--- config.mk ---
export PLATFORM = sky130hd
export DESIGN_NAME = instr_fetch_unit
export DESIGN_NICKNAME = d
export VERILOG_FILES = /design/src/rtl/instr_fetch_unit.sv
export SDC_FILE = /design/constraint.sdc
export NUM_CORES = 1
export LEC_CHECK = 0
export CAP_MARGIN = 20
export CORE_UTILIZATION = 40
export DETAILED_ROUTE_END_ITERATION = 10
export GPL_TIMING_DRIVEN = 0
export PLACE_DENSITY = 0.77
export SLEW_MARGIN = 20
export SYNTH_ARGS = -nofsm -noshare
export SYNTH_HDL_FRONTEND = slang
export SYNTH_SLANG_ARGS = --single-unit
export TNS_END_PERCENT = 1
--- constraint.sdc ---
create_clock -name clk -period 2.2 [get_ports clk]
set_input_delay 0.44 -clock clk [delete_from_list [all_inputs] [get_ports clk]]
set_output_delay 0.44 -clock clk [all_outputs]
set_load 0.01 [all_outputs]
--- src/rtl/instr_fetch_unit.sv ---
// Instruction fetch stage: holds the PC, issues single outstanding reads to
// instruction memory and hands returned words to the decoder.
module instr_fetch_unit #(
    parameter int unsigned     XLEN     = 32,
    parameter logic [XLEN-1:0] RESET_PC = '0
) (
    input  logic            clk,
    input  logic            rst_n,
    output logic            imem_req,
    output logic [XLEN-1:0] imem_addr,
    input  logic            imem_gnt,
    input  logic            imem_rvalid,
    input  logic [31:0]     imem_rdata,
    input  logic            redirect,
    input  logic [XLEN-1:0] redirect_pc,
    output logic            instr_valid,
    input  logic            instr_ready,
    output logic [31:0]     instr,
    output logic [XLEN-1:0] instr_pc,
    output logic            misalign_err
);

    typedef enum logic [1:0] {
        IDLE = 2'd0,
        REQ  = 2'd1,
        WAIT = 2'd2,
        HOLD = 2'd3
    } state_t;

    state_t          state;
    logic [XLEN-1:0] pc;
    logic            drop;

    assign imem_req  = (state == REQ);
    assign imem_addr = pc;

    always_ff @(posedge clk or negedge rst_n) begin
        if (!rst_n) begin
            state        <= IDLE;
            pc           <= RESET_PC;
            drop         <= 1'b0;
            instr_valid  <= 1'b0;
            instr        <= '0;
            instr_pc     <= '0;
            misalign_err <= 1'b0;
        end else begin
            misalign_err <= 1'b0;
            if (redirect) begin
                // Redirect wins over every other event; a word returning in
                // the same cycle is stale and is discarded without arming drop.
                pc           <= {redirect_pc[XLEN-1:2], 2'b00};
                misalign_err <= |redirect_pc[1:0];
                case (state)
                    IDLE: state <= REQ;
                    REQ: begin
                        if (imem_gnt) begin
                            state <= WAIT;
                            drop  <= 1'b1;
                        end
                    end
                    WAIT: begin
                        if (imem_rvalid) begin
                            drop  <= 1'b0;
                            state <= REQ;
                        end else begin
                            drop <= 1'b1;
                        end
                    end
                    HOLD: begin
                        instr_valid <= 1'b0;
                        state       <= REQ;
                    end
                    default: state <= IDLE;
                endcase
            end else begin
                case (state)
                    IDLE: state <= REQ;
                    REQ: begin
                        if (imem_gnt) state <= WAIT;
                    end
                    WAIT: begin
                        if (imem_rvalid) begin
                            if (drop) begin
                                drop  <= 1'b0;
                                state <= REQ;
                            end else begin
                                instr       <= imem_rdata;
                                instr_pc    <= pc;
                                instr_valid <= 1'b1;
                                pc          <= pc + XLEN'(4);
                                state       <= HOLD;
                            end
                        end
                    end
                    HOLD: begin
                        if (instr_ready) begin
                            instr_valid <= 1'b0;
                            state       <= REQ;
                        end
                    end
                    default: state <= IDLE;
                endcase
            end
        end
    end

endmodule

* Yosys cells after proc, flatten, opt, wreduce, memory -nomap -nowiden
Index checks and enable logic that the tools add are counted.
** Word-level totals
- Register bits after elaboration :: 101
- Bits in latches :: 0
- Memory bits (writable) :: 0
- Memory bits (read-only) :: 0
- Input port bits :: 70
- Output and inout port bits :: 99
- Logic and storage cells :: 57
- Memories kept :: 0
** Operators by class
- $add $sub $neg :: 1
- Multipliers :: 0
- Div/mod/pow operators :: 0
- Magnitude comparators :: 0
- Eq/ne operators :: 10
- Shift-type cells :: 0
- Mux-type cells :: 25
- Bitwise logic cells :: 2
- Reduce and logical (&&, ||, !) cells :: 12
** Operators with widths (count)
- 2-to-1 mux 32 bit :: 4
- adder 32 x 3 -> 32 bit, second input constant :: 1
- 2-to-1 mux 2 bit :: 6
- != test 3 bit, second input constant :: 4
- 2-to-1 mux 1 bit :: 11
- case mux 2 bit (4 select lines) :: 1
- AND reduction 4 bit :: 2
- nonzero test 2 bit :: 4
- case mux 2 bit (3 select lines) :: 1
- AND reduction 5 bit :: 1
- == test 2 bit, second input constant :: 2
- != test 2 bit, second input constant :: 2
- case mux 1 bit (2 select lines) :: 2
- OR reduction 2 bit :: 2
- AND reduction 3 bit :: 1
- == test 2 x 1 -> 1 bit, second input constant :: 1
- logical NOT 2 bit :: 1
- != test 2 x 1 -> 1 bit, second input constant :: 1
- inverter 1 bit :: 2
- AND reduction 2 bit :: 1

* Longest topological paths before layout
- Depth in word-level cells :: 5
- Mapped depth :: 9
- Mapped depth without buffers :: 6

* Worst setup path after synthesis
No wires, ideal clock.
- Kind :: reg2reg
- Start point :: reg state[0]
- End point :: reg pc[21] (netlist: imem_addr[21])
- Setup time :: 69 ps
- Data arrival time :: 2062 ps
- Data required time :: 2131 ps
- Slack :: 69 ps
- Cell stages (with the launch flop) :: 9
- Path buffers :: 2
- Clock period less this slack :: 2131 ps
- Cell sequence :: dfrtp_1 -> inv_1 -> ha_1 -> buf_2 -> nand3b_2 -> or4_1 -> buf_2 -> or4_1 -> nand3_1
** On the way
- Word-level cells in the longest chain between the ends :: 3
** RTL lines
- from (decl) :: line 30 : state_t state;
- from (signal assigned) :: line 39 : state <= IDLE;
- from (signal assigned) :: line 54 : IDLE: state <= REQ;
- from (signal assigned) :: line 57 : state <= WAIT;
- == test 2 bit :: line 76 : case (state)
- nonzero test 2 bit (no source line)
- AND reduction 3 bit (no source line)
- to (signal assigned) :: line 51 : pc <= {redirect_pc[XLEN-1:2], 2'b00};
- to (signal assigned) :: line 90 : pc <= pc + XLEN'(4);
- to (decl) :: line 31 : logic [XLEN-1:0] pc;
No other way between the ends.
A chain may end at the register's enable or synchronous reset.

* Worst setup path after layout
- Start point :: reg state[1]
- End point :: reg pc[22] (netlist: imem_addr[22])
The elaborated chain is that of the path after synthesis.

==> flow_summary.toml <==
[outcome]
status = "finished, final reports clean"

[placed_design]
gp_congestion = 0.815
hpwl_um = 8960
portBuffers = 164

[global_routing]
grt_pass1_wl_um = 19000
antenna_found_initial = 0
grt_max_degree = 64
grt_usage = 0.213
grt_pass1_vias = 3773
grt-ovfl-total = 0

[critical_path]
crit_required_ns = 2.49
crit_start = "state[1]"
endpoint = "imem_addr[22]"
slowest_delay_ns = 0.51
critPathMaxFanout = 8
slowest_stage = "or4_4"
reg2reg_depth = 8
start_kind = "flip-flop"
regToRegSetupSlack_ns = 0.08
r2r-end = "imem_addr[22]"
cp_cell_sequence = "ha_2, buf_6, and3b_1, buf_6, nand4_1, buf_4, or4_4, a31oi_2"
crit_arrival_ns = 2.42
worstSetupPathType = "reg -> reg"
cp-end-kind = "flip-flop"
path_common_cell = "buf_6"
r2r-start = "state[1]"

[power]
swShare = 0.285
intPower_w = 0.00412
sequentialPowerShare = 0.430
p_leak_nw = 2.93
comb_power_share = 0.336
power.density_nw_per_um2 = 853
peakVddDrop_mv = 0.500
power.switching_w = 0.00165
p_clk_frac = 0.234

[cells_and_area]
syn_to_final_growth_pct = 51.2
regArea_um2 = 2430
layout-drive-gt1-share = 0.209
antenna_cells = 0
layout.nets = 657
fill_cells = 922
multi_input_area_um2 = 1930

[synthesis]
synth_top_cell_area_share = 0.543
synth_seq_cells = 97
seq_area_frac_synth = 0.543
synth_edf_count = 0
synthTopCellsByCount = "dfrtp_1 (97), mux2_2 (62), nand2_1 (28), nand3_1 (21), o21ai_0 (18)"
synth_top_area_cell = "dfrtp_1"
syn_area_um2 = 4470
ys_warn_count = 0
syn_avg_cell_area_um2 = 11.5
ys_types = 42
synth-async-reset-ratio = 1.00
synth.most_common_cell = "dfrtp_1"
synth-main-ff-cell = "dfrtp_1"
synthTopCellsByArea = "dfrtp_1 (54%), mux2_2 (16%), or4_1 (2.5%), nand2_1 (2.4%), nand3_1 (2.4%)"
netlist_instances = 388

[die]
io_pins = 169
die_w_um = 108
dieArea_um2 = 11600
core_um2 = 10800
die_y_um = 108
start_util = 0.412
rows = 38

[timing]
slew_headroom = 0.636
max_freq_ghz = 0.471
finalCriticalPeriod_ns = 2.12
hold_slack_ns = 0.512
finalClockSkew_ns = 0.0109
setup_viol = 0
worstMarginPinSlew_ns = 0.545
period_share = 0.966
final_max_slew_viol_count = 0
rsz0062_at_grt = "true"
tns_ns = 0
hold_viol = 0

[clocking]
cts-root-buf = "clkbuf_8"
cts_tree = "done"
clock_path_buffers = 2
clock_latency_ns = 0.37
htree_levels = 3
cts.sinks = 97
cts_buffers = 9
clk_pin_slew_ns = 0.09

[drt]
avgRoutedWirePerCell_um = 17.0
postRouteAntennaNets = 0
drt_first_pass_iters = 5
drc = 0
initialDrtViolationCount = 218
wl_um = 12300
vias_per_cell = 5.35
vias = 3898

[flow_run]
maxCapViolCount = 0

[hold_path]
hold_path_class = "reg -> reg"
==> cell usage in the layout, fill, tap and decap left out, types with 7 or more instances in the layout <==
| master | netlist | final |
|---|---|---|
| a31oi_1 | 9 | 8 |
| buf_2 | 11 | 7 |
| buf_4 | 4 | 19 |
| clkbuf_1 | 9 | 9 |
| clkbuf_8 | 0 | 11 |
| clkdlybuf4s50_1 | 0 | 163 |
| dfrtp_1 | 97 | 96 |
| inv_1 | 9 | 9 |
| mux2_2 | 62 | 62 |
| nand2_1 | 28 | 28 |
| nand3_1 | 21 | 20 |
| nand4_1 | 11 | 11 |
| nor2_1 | 17 | 16 |
| o21ai_0 | 18 | 18 |
| o31ai_1 | 7 | 7 |
| or4_1 | 15 | 12 |
==> stage by stage <==
| step | util | power (W) | std cells | worst slack [ns] | cell area, um^2 |
|---|---|---|---|---|---|
| floorplan | - | 0.00324 | 391 | 0.0689 | 4480 |
| detailed placement | 0.583 | 0.00440 | 696 | -0.562 | 6320 |
| global placement | 0.581 | 0.00432 | 695 | -2.89 | 6300 |
| global route | 0.623 | 0.00606 | 728 | -0.0316 | 6750 |
| CTS | 0.611 | 0.00577 | 718 | 0.0101 | 6630 |
| finish | 0.623 | 0.00576 | 728 | 0.0756 | 6750 |
==> how the worst min path moves through the flow <==
stage	end	depth (start not counted)	start
final	instr_pc[31]	1	instr_pc[31]
after global routing	instr_pc[21]	1	instr_pc[21]
after CTS	instr_pc[16]	1	instr_pc[16]
after detailed placement	instr[29]	1	rst_n
after global placement	instr[29]	1	instr[29]
after floorplan	drop	0	rst_n
==> power groups by stage <==
stage	sequential (W)	clock, W	combinational, W
2_1_floorplan	0.00266	0	0.000582
3_3_place_gp	0.00249	0	0.00183
3_5_place_dp	0.00252	0	0.00188
4_1_cts	0.00248	0.00137	0.00192
5_1_grt	0.00254	0.00144	0.00208
6_report	0.00248	0.00135	0.00194
==> worst max-delay path, delay by kind of cell, from the launching register on <==
family	cells	cell delay [ns]
AO/OA/AOI/OAI	1	0.17
adder cells (fa/ha/maj)	1	0.20
flip-flops	1	0.43
AND/OR/NAND/NOR	3	0.83
buffers and inverters	3	0.43
==> cell type report <==
class / count / share of cell area
flip-flops and latches: 97 / 0.360
multi-input cells: 259 / 0.286
repair buffers: 181 / 0.265
well taps: 140 / 0.0259
clock buffers: 11 / 0.0224
plain buffers: 25 / 0.0220
clock inverters: 5 / 0.0128
inverters: 10 / 0.00556
==> per-layer routing <==
metal / up-vias / GRT usage / wire length [um]
li1: 1800 / - / -
met1: 1926 / 0.256 / 5030
met2: 160 / 0.376 / 6280
met3: 12 / 0.0587 / 919
met4: 0 / 0.0499 / 114
met5: - / 0 / 0
==> flip-flops by register name (all words and copies together), names as in the netlist <==
register and count:
misalign_err 1, instr 32, instr_valid 1, imem_addr 30, instr_pc 30, drop 1
state 2
==> kinds of logic after synthesis <==
| logic type | after synthesis | share of synthesized area |
|---|---|---|
| AOI/OAI and AO/OA | 55 | 0.0809 |
| xor gates and xnor gates | 10 | 0.0196 |
| adders and majority gates | 4 | 0.0112 |
| buffers and inverters | 35 | 0.0361 |
| DFF | 97 | 0.543 |
| muxes | 64 | 0.161 |
| other | 1 | 0.000839 |
| and+or+nand+nor | 122 | 0.147 |
==> timing repair <==
item,in CTS,in global routing
endpoints found under the hold margin,34,0
gates resized for setup,5,14
setup buffers,5,10
hold buffers,1,0
pin swaps,0,4
endpoints found under the setup margin,72,67
No activity file was read; power rests on OpenSTA's default activity.
